==> src/rtl/pen_lift_sequencer_pkg.sv <==
// Shared types and default sizing for the pen lift command sequencer.
package pen_lift_sequencer_pkg;

    typedef enum logic {
        SERVO_POS_UP   = 1'b0,
        SERVO_POS_DOWN = 1'b1
    } ServoPos_t;

    typedef enum logic [2:0] {
        IDLE,
        SKIP,
        ISSUE,
        WAIT,
        SETTLE,
        DONE
    } PenSeqState_t;

    localparam int          PEN_FIFO_DEPTH_BITS = 2;
    localparam int          PEN_SETTLE_BITS     = 16;
    localparam logic [15:0] PEN_SETTLE_COUNT    = 16'd5000;

endpackage

==> src/rtl/pen_lift_sequencer_fifo.sv <==
// Small synchronous FIFO of pen positions. It pushes on any clock edge and pops only when the
// sequencer asks. Full and empty are derived from a registered occupancy count.
module pen_cmd_fifo
    import pen_lift_sequencer_pkg::*;
#(
    parameter int DEPTH_BITS = PEN_FIFO_DEPTH_BITS
) (
    input  logic      clk,
    input  logic      reset,
    input  logic      push_i,
    input  ServoPos_t push_pos_i,
    input  logic      pop_i,
    output logic      full_o,
    output logic      empty_o,
    output ServoPos_t head_o
);

    localparam int                  DEPTH      = 1 << DEPTH_BITS;
    localparam logic [DEPTH_BITS:0] COUNT_FULL = (DEPTH_BITS + 1)'(DEPTH);
    localparam logic [DEPTH_BITS:0] COUNT_ONE  = (DEPTH_BITS + 1)'(1);

    ServoPos_t             mem_q [DEPTH];
    logic [DEPTH_BITS-1:0] wr_ptr_q;
    logic [DEPTH_BITS-1:0] rd_ptr_q;
    logic [DEPTH_BITS:0]   count_q;
    logic                  do_push;
    logic                  do_pop;

    // A push that coincides with a pop while full is still refused, because full is registered.
    assign full_o  = (count_q == COUNT_FULL);
    assign empty_o = (count_q == '0);
    assign head_o  = mem_q[rd_ptr_q];
    assign do_push = push_i && !full_o;
    assign do_pop  = pop_i && !empty_o;

    // NOTE: sequential state uses non-blocking assignments so every flop samples pre-edge values.
    always_ff @(posedge clk) begin
        if (reset) begin
            wr_ptr_q <= '0;
            rd_ptr_q <= '0;
            count_q  <= '0;
        end else begin
            if (do_push) wr_ptr_q <= wr_ptr_q + 1'b1;
            if (do_pop)  rd_ptr_q <= rd_ptr_q + 1'b1;
            case ({do_push, do_pop})
                2'b10:   count_q <= count_q + COUNT_ONE;
                2'b01:   count_q <= count_q - COUNT_ONE;
                default: count_q <= count_q;
            endcase
        end
    end

    // NOTE: storage is left unreset; an entry is only ever read after it has been written.
    always_ff @(posedge clk) begin
        if (do_push) mem_q[wr_ptr_q] <= push_pos_i;
    end

endmodule

==> src/rtl/pen_lift_sequencer.sv <==
// Pen lift sequencer. It queues pen up/down requests, skips requests that match the known position,
// drives the servo handshake one move at a time, and reports completion after a settle delay.
module pen_lift_sequencer
    import pen_lift_sequencer_pkg::*;
#(
    parameter int                     DEPTH_BITS   = PEN_FIFO_DEPTH_BITS,
    parameter int                     SETTLE_BITS  = PEN_SETTLE_BITS,
    parameter logic [SETTLE_BITS-1:0] SETTLE_COUNT = SETTLE_BITS'(PEN_SETTLE_COUNT)
) (
    input  logic      clk,
    input  logic      reset,
    input  logic      clk_en,
    input  logic      cmd_valid,
    input  ServoPos_t cmd_pos,
    output logic      cmd_rdy,
    output logic      cmd_done,
    output logic      busy,
    output ServoPos_t cur_pos,
    output logic      pos_known,
    output logic      servo_trigger,
    output ServoPos_t servo_pos,
    input  logic      servo_done,
    input  logic      servo_rdy
);

    localparam logic [SETTLE_BITS-1:0] SETTLE_LAST = SETTLE_COUNT - SETTLE_BITS'(1);

    PenSeqState_t           state_q, state_d;
    logic [SETTLE_BITS-1:0] settle_cnt_q, settle_cnt_d;
    ServoPos_t              servo_pos_q, servo_pos_d;
    ServoPos_t              cur_pos_q, cur_pos_d;
    logic                   pos_known_q, pos_known_d;
    logic                   trigger_q, trigger_d;
    logic                   done_q, done_d;

    logic                   fifo_pop;
    logic                   fifo_full;
    logic                   fifo_empty;
    ServoPos_t              fifo_head;

    pen_cmd_fifo #(
        .DEPTH_BITS (DEPTH_BITS)
    ) u_fifo (
        .clk        (clk),
        .reset      (reset),
        .push_i     (cmd_valid),
        .push_pos_i (cmd_pos),
        .pop_i      (fifo_pop),
        .full_o     (fifo_full),
        .empty_o    (fifo_empty),
        .head_o     (fifo_head)
    );

    // NOTE: every signal gets its hold value first so no path through this block infers a latch.
    always_comb begin
        state_d      = state_q;
        settle_cnt_d = settle_cnt_q;
        servo_pos_d  = servo_pos_q;
        cur_pos_d    = cur_pos_q;
        pos_known_d  = pos_known_q;
        trigger_d    = trigger_q;
        done_d       = done_q;
        fifo_pop     = 1'b0;

        if (clk_en) begin
            // Strobes are registered from the state being left, so each spans one clk_en period.
            trigger_d = (state_q == ISSUE);
            done_d    = (state_q == SKIP) || (state_q == DONE);

            case (state_q)
                IDLE: begin
                    if (!fifo_empty) begin
                        if (pos_known_q && (fifo_head == cur_pos_q)) begin
                            fifo_pop = 1'b1;
                            state_d  = SKIP;
                        end else if (servo_rdy) begin
                            servo_pos_d = fifo_head;
                            fifo_pop    = 1'b1;
                            state_d     = ISSUE;
                        end
                    end
                end
                SKIP:  state_d = IDLE;
                ISSUE: state_d = WAIT;
                WAIT: begin
                    if (servo_done) begin
                        settle_cnt_d = '0;
                        state_d      = (SETTLE_COUNT == '0) ? DONE : SETTLE;
                    end
                end
                SETTLE: begin
                    if (settle_cnt_q == SETTLE_LAST) begin
                        state_d = DONE;
                    end else begin
                        settle_cnt_d = settle_cnt_q + SETTLE_BITS'(1);
                    end
                end
                DONE: begin
                    cur_pos_d   = servo_pos_q;
                    pos_known_d = 1'b1;
                    state_d     = IDLE;
                end
                default: state_d = IDLE;
            endcase
        end
    end

    always_ff @(posedge clk) begin
        if (reset) begin
            state_q      <= IDLE;
            settle_cnt_q <= '0;
            servo_pos_q  <= SERVO_POS_UP;
            cur_pos_q    <= SERVO_POS_UP;
            pos_known_q  <= 1'b0;
            trigger_q    <= 1'b0;
            done_q       <= 1'b0;
        end else begin
            state_q      <= state_d;
            settle_cnt_q <= settle_cnt_d;
            servo_pos_q  <= servo_pos_d;
            cur_pos_q    <= cur_pos_d;
            pos_known_q  <= pos_known_d;
            trigger_q    <= trigger_d;
            done_q       <= done_d;
        end
    end

    assign cmd_rdy       = !fifo_full;
    assign busy          = !fifo_empty || (state_q != IDLE);
    assign cmd_done      = done_q;
    assign servo_trigger = trigger_q;
    assign servo_pos     = servo_pos_q;
    assign cur_pos       = cur_pos_q;
    assign pos_known     = pos_known_q;

endmodule
==> config.mk <==
export PLATFORM = sky130hd
export DESIGN_NAME = pen_lift_sequencer
export DESIGN_NICKNAME = d
export VERILOG_FILES = /design/src/rtl/pen_lift_sequencer_pkg.sv /design/src/rtl/pen_lift_sequencer_fifo.sv /design/src/rtl/pen_lift_sequencer.sv
export SDC_FILE = /design/constraint.sdc
export NUM_CORES = 1
export LEC_CHECK = 0
export CORE_MARGIN = 2
export CORE_UTILIZATION = 45
export CTS_CLUSTER_SIZE = 30
export DETAILED_ROUTE_END_ITERATION = 12
export DONT_BUFFER_PORTS = 1
export SLEW_MARGIN = 20
export SYNTH_ARGS = -nofsm -noshare
export SYNTH_HDL_FRONTEND = slang
export SYNTH_HIERARCHICAL = 1
export SYNTH_SLANG_ARGS = --single-unit
==> constraint.sdc <==
create_clock -name clk -period 3.4 [get_ports clk]
set_clock_uncertainty 0.1 [all_clocks]
set_input_delay 0.17 -clock clk [delete_from_list [all_inputs] [get_ports clk]]
set_output_delay 0.17 -clock clk [all_outputs]
set_load 0.05 [all_outputs]
==> results.yml <==
grt:
  grt_max_degree: 24
  grt_pass1_vias: 1658
  track_usage_pct: 17.9
  grt_pass1_wl_um: 7400
  antenna_found_initial: 0
  grt_overflow: 0
synth:
  ys_types: 50
  ys.flop_type: "dfxtp_1"
  synth_top_area_share_pct: 32.7
  yosysMostFrequentCell: "dfxtp_1"
  avgSynthCellArea_sq_um: 8.52
  syn-cell-area_sq_um: 2020
  syn_inst: 237
  yosysWarnings: 6
  synth_top_area_cell: "dfxtp_1"
  synth_top_cells_by_count: "dfxtp_1, nor2_1, nand2_1, a21oi_1, o21ai_1"
  ys_top_cells_by_area: "dfxtp_1, edfxtp_1, a21oi_1, nor2_1, ha_1"
  async_reset_ff_share_pct: 0
  synth_fp_nets: 251
  ys_seq_elements: 37
  ys_seq_area_share_pct: 38.7
  synth_edf_count: 4
drt:
  wl_met1_um: 2080
  drc: 0
  met2_length_um: 1840
  drtAntennaViolNets: 0
  wl_per_cell_um: 13.9
  routed_via_density: 5.63
  topRoutingLayerUsed: "met4"
  dr_total_vias: 1665
  met3_length_um: 131
  dr.pass1.iters: 4
  wl_um: 4110
  drtIter0Drc: 93
floorplan:
  rows: 24
  die_y_um: 71.0
  core_sq_um: 4320
  die_w_um: 71.0
  io_pins: 14
  die-area_sq_um: 5040
  initial_core_util_pct: 46.7
placed_design:
  gp_congestion: 0.761
  hpwl_um: 2820
  placed_cell_area_sq_um: 2050
  io_buffers: 0
critical_path:
  endpoint_kind: "register"
  start_kind: "register"
  cp_max_fo: 2
  worstSetupPathType: "reg2reg"
  required_ns: 3.52
  crit_arrival_ns: 3.00
job:
  maxCapViolCount: 0
power_and_ir_drop:
  p_leak_nw: 0.782
  powerDensity_nw_per_um2: 404
  peakVddDrop_uv: 328
clock_tree:
  cts_num_sinks: 37
  cts_made_buffers: 5
  cts_tree: "done"
  cts_setup_buffers: 0
  clk_path_buf_depth: 2
  clk_pin_slew_ns: 0.08
  root_buffer: "clkbuf_8"
  clkLatencyLatePin_ns: 0.29
  ctsHtreeMaxLevel: 2
final_layout:
  areaGrowthSynthToFinish_pct: 8.00
  nets: 257
  layout-drive-gt1-share_pct: 11.9
  design_area_sq_um: 2180
  antenna_cells: 0
sta:
  tightest_slew_ns: 0.899
  finalSetupViolCount: 0
  drv_slew: 0
  period_needed_ns: 2.88
  fmax_mhz: 347
  min_period_over_period_pct: 84.8
  max_slew_margin_pct: 39.9
  hold_viol: 0
  rsz0062_at_grt: "no"
  tns_ns: 0
worst_hold_path:
  hold_path.class: "in2reg"
status:
  status: "completed"
==> where the power goes <==
group / internal, mW / switching (mW)
Combinational: 0.0351 / 0.0633
Sequential: 0.453 / 0.0197
Clock: 0.145 / 0.165
Total: 0.633 / 0.248
==> cells by family (layout without fill, tap and decap cells) <==
| kind of cell | count (synthesis) | in the layout | share of synthesized area, % |
|---|---|---|---|
| AOI/OAI and AO/OA | 62 | 62 | 17.7 |
| xor gates and xnor gates | 4 | 4 | 1.74 |
| adders and majority gates | 7 | 7 | 4.71 |
| buffers and inverters | 22 | 29 | 5.58 |
| DFF | 37 | 37 | 38.7 |
| muxes | 5 | 5 | 3.16 |
| and+or+nand+nor | 100 | 100 | 28.4 |
==> layout by cell type (no fill, tap or decap), types with 4 or more instances in the layout <==
cell / instances
o21ai_1: 15
ha_1: 6
nor2b_1: 4
edfxtp_1: 4
nor2_1: 25
dfxtp_1: 33
nand2_1: 20
clkbuf_8: 5
buf_4: 4
inv_1: 13
a21oi_1: 19
nand4_1: 5
o31ai_1: 4
dlygate4sd3_1: 4
o21ai_0: 12
and2_1: 5
or3_1: 5
nand3_1: 11
nand3b_1: 5
==> layout make-up <==
| cell class | instances | area [sq um] |
|---|---|---|
| multi-input combinational | 178 | 1120 |
| tap | 52 | 65.1 |
| inverter | 13 | 48.8 |
| clock buffer | 5 | 68.8 |
| timing repair buffer | 8 | 70.1 |
| clock inverter | 3 | 21.3 |
| fill | 438 | 2140 |
| sequential | 37 | 781 |
==> layer usage <==
| metal | GRT usage (%) | up-vias |
|---|---|---|
| met5 | 0 | - |
| met4 | 6.92 | 0 |
| met3 | 4.84 | 5 |
| met2 | 27.5 | 16 |
| met1 | 24.2 | 784 |
| li1 | - | 860 |
==> registers in the layout (all words and copies together) (netlist names), named ones only <==
name,cells
cmd_done,1
u_fifo/mem_q,4
u_fifo/count_q,3
u_fifo/wr_ptr_q,2
state_q,3
pos_known,1
cur_pos,1
u_fifo/rd_ptr_q,2
servo_trigger,1
settle_cnt_q,16
servo_pos,1
==> what timing repair did <==
item	4_1_cts	5_1_grt
hold buffers	4	0
resized for setup	0	0
endpoints found under the hold margin	26	0
==> worst max-delay path, stage by stage, from the launching register on <==
cell	delay [ns]
edfxtp_1	0.36
mux4_2	0.53
xnor2_1	0.20
a21oi_1	0.11
nor2_1	0.13
o31ai_1	0.11
inv_1	0.08
ha_1	0.17
inv_1	0.06
fa_1	0.37
xor2_1	0.16
or3_1	0.30
a21oi_1	0.14
==> metrics by stage <==
stage | cells | worst slack (ns) | utilization (%) | hold slack, ns | total power [mW]
after floorplan | 237 | 0.695 | - | 0.169 | 0.563
after global placement | 284 | 0.603 | 47.4 | 0.141 | 0.571
after CTS | 296 | 0.502 | 50.4 | 0.0113 | 0.890
after detailed placement | 284 | 0.545 | 47.4 | 0.144 | 0.572
after global routing | 296 | 0.213 | 50.4 | 0.0306 | 0.925
final | 296 | 0.516 | 50.4 | 0.0180 | 0.882
==> path summary, 6_finish.rpt <==
path                                        from           endpoint  slack, ns  cells after the start
worst min-delay path                      clk_en         state_q[0]       0.02                      2
worst min register to register  settle_cnt_q[15]   settle_cnt_q[15]       0.38                      2
worst max register to register   u_fifo/mem_q[3]  u_fifo/count_q[2]       0.52                     12
worst max-delay path             u_fifo/mem_q[3]  u_fifo/count_q[2]       0.52                     12
Power figures use the tool's default switching activity.
